### src/rtl/vga_timing_ctrl_param.sv
// rtl/vga_timing_ctrl_param.sv - parametrised VGA/DVI raster timing generator with aligned colour output
// Optional: define VGA_TEST_PATTERN_EN for a tp_sel input selecting built-in 8-bar colour pattern.
module vga_timing_ctrl_param #(
  parameter int H_ACTIVE = 640,
  parameter int H_FP     = 16,
  parameter int H_SYNC   = 96,
  parameter int H_BP     = 48,
  parameter int V_ACTIVE = 480,
  parameter int V_FP     = 10,
  parameter int V_SYNC   = 2,
  parameter int V_BP     = 33,
  parameter int H_POL    = 0,
  parameter int V_POL    = 0,
  parameter int CNT_W    = 10,
  parameter int COLOR_W  = 8,
  parameter int PIPE_LAT = 2
) (
  input  logic               clk,
  input  logic               rst,
`ifdef VGA_TEST_PATTERN_EN
  input  logic               tp_sel,
`endif
  input  logic [COLOR_W-1:0] i_red,
  input  logic [COLOR_W-1:0] i_green,
  input  logic [COLOR_W-1:0] i_blue,
  output logic [CNT_W-1:0]   px,
  output logic [CNT_W-1:0]   py,
  output logic               req,
  output logic               frame_start,
  output logic               line_start,
  output logic [COLOR_W-1:0] vga_r,
  output logic [COLOR_W-1:0] vga_g,
  output logic [COLOR_W-1:0] vga_b,
  output logic               vga_h_sync,
  output logic               vga_v_sync,
  output logic               vga_de
);

  localparam int H_TOTAL = H_ACTIVE + H_FP + H_SYNC + H_BP;
  localparam int V_TOTAL = V_ACTIVE + V_FP + V_SYNC + V_BP;

  localparam logic [CNT_W-1:0] H_LAST = CNT_W'(H_TOTAL - 1);
  localparam logic [CNT_W-1:0] V_LAST = CNT_W'(V_TOTAL - 1);

  // One extra bit so sync-end bounds equal to 2**CNT_W still compare correctly
  localparam logic [CNT_W:0] H_ACT_X = (CNT_W+1)'(H_ACTIVE);
  localparam logic [CNT_W:0] HS_BEG  = (CNT_W+1)'(H_ACTIVE + H_FP);
  localparam logic [CNT_W:0] HS_END  = (CNT_W+1)'(H_ACTIVE + H_FP + H_SYNC);
  localparam logic [CNT_W:0] V_ACT_X = (CNT_W+1)'(V_ACTIVE);
  localparam logic [CNT_W:0] VS_BEG  = (CNT_W+1)'(V_ACTIVE + V_FP);
  localparam logic [CNT_W:0] VS_END  = (CNT_W+1)'(V_ACTIVE + V_FP + V_SYNC);

  localparam logic HP = 1'(H_POL);
  localparam logic VP = 1'(V_POL);

  logic [CNT_W-1:0] h_cnt;
  logic [CNT_W-1:0] v_cnt;
  logic             hs_raw;
  logic             vs_raw;
  logic             de_raw;

  logic hs_pipe [PIPE_LAT];
  logic vs_pipe [PIPE_LAT];
  logic de_pipe [PIPE_LAT];

  logic [COLOR_W-1:0] r_nxt;
  logic [COLOR_W-1:0] g_nxt;
  logic [COLOR_W-1:0] b_nxt;

  always_ff @(posedge clk or posedge rst) begin
    if (rst) begin
      h_cnt <= '0;
      v_cnt <= '0;
    end else if (h_cnt == H_LAST) begin
      h_cnt <= '0;
      v_cnt <= (v_cnt == V_LAST) ? '0 : v_cnt + 1'b1;
    end else begin
      h_cnt <= h_cnt + 1'b1;
    end
  end

  always_comb begin
    hs_raw      = ({1'b0, h_cnt} >= HS_BEG) && ({1'b0, h_cnt} < HS_END);
    vs_raw      = ({1'b0, v_cnt} >= VS_BEG) && ({1'b0, v_cnt} < VS_END);
    de_raw      = ({1'b0, h_cnt} < H_ACT_X) && ({1'b0, v_cnt} < V_ACT_X);
    px          = h_cnt;
    py          = v_cnt;
    req         = de_raw;
    line_start  = (h_cnt == '0);
    frame_start = (h_cnt == '0) && (v_cnt == '0);
  end

  // Pipeline holds active flags; polarity is applied only at the pin register
  always_ff @(posedge clk or posedge rst) begin
    if (rst) begin
      for (int i = 0; i < PIPE_LAT; i++) begin
        hs_pipe[i] <= 1'b0;
        vs_pipe[i] <= 1'b0;
        de_pipe[i] <= 1'b0;
      end
    end else begin
      hs_pipe[0] <= hs_raw;
      vs_pipe[0] <= vs_raw;
      de_pipe[0] <= de_raw;
      for (int i = 1; i < PIPE_LAT; i++) begin
        hs_pipe[i] <= hs_pipe[i-1];
        vs_pipe[i] <= vs_pipe[i-1];
        de_pipe[i] <= de_pipe[i-1];
      end
    end
  end

`ifdef VGA_TEST_PATTERN_EN
  localparam logic [CNT_W+2:0] H_ACT_B = (CNT_W+3)'(H_ACTIVE);

  logic [2:0] bar_raw;
  logic [2:0] bar_pipe [PIPE_LAT];
  logic       tp_pipe  [PIPE_LAT];

  assign bar_raw = 3'({h_cnt, 3'b000} / H_ACT_B);

  always_ff @(posedge clk or posedge rst) begin
    if (rst) begin
      for (int i = 0; i < PIPE_LAT; i++) begin
        bar_pipe[i] <= '0;
        tp_pipe[i]  <= 1'b0;
      end
    end else begin
      bar_pipe[0] <= bar_raw;
      tp_pipe[0]  <= tp_sel;
      for (int i = 1; i < PIPE_LAT; i++) begin
        bar_pipe[i] <= bar_pipe[i-1];
        tp_pipe[i]  <= tp_pipe[i-1];
      end
    end
  end

  always_comb begin
    r_nxt = i_red;
    g_nxt = i_green;
    b_nxt = i_blue;
    if (tp_pipe[PIPE_LAT-1]) begin
      r_nxt = bar_pipe[PIPE_LAT-1][2] ? '1 : '0;
      g_nxt = bar_pipe[PIPE_LAT-1][1] ? '1 : '0;
      b_nxt = bar_pipe[PIPE_LAT-1][0] ? '1 : '0;
    end
  end
`else
  always_comb begin
    r_nxt = i_red;
    g_nxt = i_green;
    b_nxt = i_blue;
  end
`endif

  always_ff @(posedge clk or posedge rst) begin
    if (rst) begin
      vga_de     <= 1'b0;
      vga_h_sync <= ~HP;
      vga_v_sync <= ~VP;
      vga_r      <= '0;
      vga_g      <= '0;
      vga_b      <= '0;
    end else begin
      vga_de     <= de_pipe[PIPE_LAT-1];
      vga_h_sync <= hs_pipe[PIPE_LAT-1] ? HP : ~HP;
      vga_v_sync <= vs_pipe[PIPE_LAT-1] ? VP : ~VP;
      vga_r      <= de_pipe[PIPE_LAT-1] ? r_nxt : '0;
      vga_g      <= de_pipe[PIPE_LAT-1] ? g_nxt : '0;
      vga_b      <= de_pipe[PIPE_LAT-1] ? b_nxt : '0;
    end
  end

endmodule

### config.mk
export PLATFORM = sky130hd
export DESIGN_NAME = vga_timing_ctrl_param
export DESIGN_NICKNAME = d
export VERILOG_FILES = /design/src/rtl/vga_timing_ctrl_param.sv
export SDC_FILE = /design/constraint.sdc
export NUM_CORES = 1
export LEC_CHECK = 0
export ABC_AREA = 1
export CORE_UTILIZATION = 41
export DETAILED_ROUTE_END_ITERATION = 16
export GPL_ROUTABILITY_DRIVEN = 0
export MAX_ROUTING_LAYER = met4
export PLACE_DENSITY_LB_ADDON = 0.05
export REMOVE_ABC_BUFFERS = 1
export SETUP_SLACK_MARGIN = 0.15
export SYNTH_ARGS = -nofsm -noshare
export SYNTH_HDL_FRONTEND = slang
export SYNTH_SLANG_ARGS = --single-unit
### constraint.sdc
create_clock -name clk -period 1.7 [get_ports clk]
set_input_delay 0.34 -clock clk [delete_from_list [all_inputs] [get_ports clk]]
set_output_delay 0.34 -clock clk [all_outputs]
set_load 0.05 [all_outputs]
-- After elaboration in Yosys (flattened, before gate mapping)
Cells that the tools add are included.
- register bits after elaboration: 53
- output and inout bits: 50
- input port bits: 26
- logic and storage cells: 37
- magnitude comparators: 6
- equal/unequal tests: 2
- mux-type cells: 7
- add/subtract/negate cells: 2
- reduce and logical (&&, ||, !) cells: 6
- operator list (operator ; number):
    8-bit two-way mux ; 3
    10-bit by 1-bit adder with 10-bit output (second input constant) ; 2
    10-bit equality test (second input constant) ; 2
    10-bit logical NOT ; 2
    10-bit less-than comparator (second input constant) ; 2
    10-bit by 9-bit less-than comparator with 1-bit output (second input constant) ; 2
    10-bit two-way mux ; 2
    10-bit >= comparator (second input constant) ; 1
    10-bit by 9-bit >= comparator with 1-bit output (second input constant) ; 1
    1-bit logical AND ; 4
    1-bit two-way mux ; 2

-- Depth between registers and ports, before layout
- word-level depth: 2
- mapped depth: 8
- depth with buffers taken out: 8

-- Least setup slack after synthesis
Ideal clock, no wire load.
- kind: reg2out
- start: register v_cnt[0], in the netlist py[0]
- end: output port frame_start
- cell stages (with the launch flop): 7
- arrival: 2.613 ns
- slack: -1.253 ns
- required time: 1.360 ns
- buffers on the path: 0
- cells stage by stage: dfrtp_1 > inv_1 > ha_1 > inv_1 > nor2_1 > nand3_1 > nor4_1
- longest elaborated chain between the ends: 2
- RTL lines (element ; RTL line ; RTL):
    from (decl) ; 57 ; logic [CNT_W-1:0] v_cnt;
    from (signal assigned) ; 76 ; v_cnt <= (v_cnt == V_LAST) ? '0 : v_cnt + 1'b1;
    10-bit logical NOT ; 90 ; frame_start = (h_cnt == '0) && (v_cnt == '0);
    1-bit logical AND ; 90 ;
    to (decl) ; 29 ; output logic frame_start,
Every way passes these cells.

-- Worst setup path in the final report
- start: register h_cnt[1], in the netlist px[1]
- end: output port frame_start
- longest elaborated chain between the ends: 2
- RTL lines (element ; RTL line ; RTL):
    from (decl) ; 56 ; logic [CNT_W-1:0] h_cnt;
    from (signal assigned) ; 78 ; h_cnt <= h_cnt + 1'b1;
    10-bit logical NOT ; 90 ;
    1-bit logical AND ; 90 ;
Every way passes these cells.

==> flow_summary_export.csv <==
group,metric,value,unit
outcome,status,"finished, violations left",
outcome,failed_checks,"negative setup slack",
cts,h-tree-depth,2,
setup_path,critPathTopFamily,"flip-flops",
placement,placed_area,3370,um^2
route,final_antenna_net_count,0,
synthesis,synth_edf_count,0,
floorplanning,core_area,5200,um^2
global_routing,grt_max_degree,28,
power_and_ir_drop,p_per_area,665,nW/um^2
setup_path,cp-end-kind,"output pin",
min_path,min_path_type,"input pin to asynchronous set/reset pin",
timing,hold_viol_final,0,
synthesis,synthCells,244,
power_and_ir_drop,p_switching,0.576,mW
setup_path,required,1360,ps
synthesis,synthArstFlopShare,1.00,
floorplanning,die_w,76.0,um
placement,post-dp-hpwl,3770,um
floorplanning,die-area,5780,um^2
synthesis,synth_top_area_cell,"dfrtp_1",
setup_path,path_class,"register to output pin",
setup_path,rrSetupSlack,110,ps
timing,fmax,511,MHz
power_and_ir_drop,p_sw_frac,0.239,
synthesis,ys_seq_elements,53,
placement,dp.cells,406,
route,viasPerCell,4.54,
timing,fin_skew,3.99,ps
layout,final_design_area_no_fill,3630,um^2
synthesis,synthTopCellsByArea,"dfrtp_1, nand2_1, inv_1, nor2_1, nand3_1",
global_routing,antenna_found_initial,0,
placement,dp_slack,54.9,ps
power_and_ir_drop,finalPower,2.41,mW
setup_path,cp.depth,6,
setup_path,cp_slowest_stage_delay,420,ps
run,cap_violations,0,
setup_path,endpoint,"frame_start",
synthesis,synthFlopType,"dfrtp_1",
setup_path,crit_chain,"inv_1, ha_1, nand3_2, nor4_2, buf_4, buf_12",
synthesis,synth_top_cell_area_share,0.568,
setup_path,rr_endpoint,"py[3]$_DFFE_PP0N_",
timing,setup_violations,2,
setup_path,critPathMaxFanout,4,
layout,postLayoutCoreUtil,0.697,
setup_path,rr_worst_depth,9,
synthesis,synth_area,2250,um^2
floorplanning,rows,26,
floorplanning,boundaryPins,76,
synthesis,ys_warn_count,0,
synthesis,synth-seq-area-share,0.592,
power_and_ir_drop,p_comb_frac,0.112,
global_routing,grt_pass1_wl,8580,um
setup_path,slowest_stage,"dfrtp_1",
cts,cts_tree,"yes",
route,wire_per_inst,12.3,um
global_routing,overflow,0,
layout,drive_gt1_frac,0.324,
global_routing,track_usage,0.191,
timing,fin_setup_tns,-292,ps
setup_path,r2r_start,"px[0]$_DFF_PP0_",
timing,maxSlewViolCount,0,
route,via_count,1917,
timing,rsz0062_at_grt,"yes",
power_and_ir_drop,power_frac_seq,0.537,
setup_path,cp.buffers_inverters,3,
power_and_ir_drop,p_leak,1.83,nW
synthesis,postSynthAreaPerCell,9.20,um^2
route,drc,0,
synthesis,synth_cell_type_count,24,
synthesis,synth.top_cells.by_count,"dfrtp_1, nand2_1, inv_1, nor2_1, nand3_1",
cts,insertion_delay,300,ps
route,dr.pass1.iters,4,
floorplanning,start_util,0.431,
placement,port_buffers,75,
layout,stdcell_count,422,
power_and_ir_drop,pwr-share-clk,0.351,
timing,fin_hold_ws,333,ps
timing,worst_pin_slew,761,ps
power_and_ir_drop,ir_drop,462,uV
cts,cts_made_buffers,5,
cts,ctsHoldBuffers,0,
route,routed_wl,5210,um
cts,path_clk_slew,90,ps
power_and_ir_drop,p_int,1.84,mW
timing,slew_headroom,0.493,
setup_path,cp-start-kind,"register",
timing,setup_slack,-258,ps
layout,area_growth,61.6,%
cts,clk_path_buf_depth,2,
floorplanning,die_y,76.0,um
setup_path,crit_arrival,1620,ps
timing,fin_crit,1960,ps
cts,cts_sinks,53,
global_routing,grt_pass1_vias,1869,
cts,cts_root_buffer,"clkbuf_8",
layout,fin_nets,382,
layout,n_antenna_cell,0,
timing,fin_crit_sh,1.15,
setup_path,crit_start,"px[1]$_DFF_PP0_",
route,initialDrtViolationCount,76,
[how the worst min path moves through the flow]
stage,start,end,slack [ps],cells after the start
6_report,rst,de_pipe[1]$_DFF_PP0_,330,2
5_1_grt,rst,de_pipe[0]$_DFF_PP0_,370,2
4_1_cts,rst,de_pipe[1]$_DFF_PP0_,340,2
3_5_place_dp,de_pipe[1]$_DFF_PP0_,de_pipe[0]$_DFF_PP0_,340,0
3_3_place_gp,hs_pipe[1]$_DFF_PP0_,hs_pipe[0]$_DFF_PP0_,330,0
2_1_floorplan,de_pipe[1]$_DFF_PP0_,de_pipe[0]$_DFF_PP0_,330,0
[repair_timing]
item                                    4_1_cts  5_1_grt
pin swaps                                     1        4
gates cloned                                  0        0
setup buffers                                 1        8
resized for setup                            14       14
endpoints found under the setup margin        3       10
[worst register-to-register path, cell delays in order (launching register included)]
cell and delay [ps]:
dfrtp_1 370, buf_4 130, ha_2 200, nand2_2 80, nor2_4 120, nand3_2 100, nor2_4 190, buf_12 150
nand4_1 70, o21ai_1 100
[layer usage]
| layer | vias up | track usage | share of wire |
|---|---|---|---|
| met3 | 4 | 0.0455 | 0.065 |
| met4 | 0 | 0.0481 | 0.0079 |
| li1 | 964 | - | - |
| met5 | - | - | 0 |
| met1 | 878 | 0.237 | 0.45 |
| met2 | 71 | 0.317 | 0.48 |
[power by group through the flow]
stage          registers [mW]  logic [mW]  clock network (mW)
6_report                 1.30       0.270               0.846
5_1_grt                  1.30       0.288               0.932
4_1_cts                  1.30       0.274               0.877
3_5_place_dp             1.32       0.272                   0
3_3_place_gp             1.32       0.270                   0
2_1_floorplan            1.43      0.0391                   0
[final cells by class]
type	count	area, um^2
Multi-Input combinational cell	137	785
Timing Repair Buffer	104	1130
Clock buffer	6	72.6
Clock inverter	2	38.8
Tap cell	70	87.6
Inverter	50	188
Fill cell	381	1580
Sequential cell	53	1330
[cells in the final DEF (no fill, tap or decap), drive strengths merged]
cell           instances
nand2                 52
clkinv                 1
nor3                   5
clkbuf                 6
nand3                 17
inv                   50
buf                   79
nor2                  26
clkdlybuf4s50         25
nand4                 10
a221oi                 1
dfstp                  2
o2111ai                1
xor2                   6
xnor2                  3
dfrtp                 51
o21ai                  8
ha                     5
bufinv                 1
nor4                   1
a21oi                  2
[logic make-up (layout without fill, tap and decap cells)]
logic type               after synthesis  after routing  synth area share
AO/OA/AOI/OAI                         12             12            0.0301
buffers and inverters                 54            162            0.0941
flip-flops                            53             53             0.592
AND/OR/NAND/NOR                      111            111             0.221
adder cells (fa/ha/maj)                5              5            0.0279
XOR/XNOR                               9              9            0.0351
[sequential cells by signal (all words and copies together) (netlist names)]
register and flops:
px 10, vga_v_sync 1, py 10, vga_h_sync 1
vga_g 8, hs_pipe 2, vga_de 1, vga_r 8
vs_pipe 2, de_pipe 2, vga_b 8
Power figures use the tool's default switching activity.
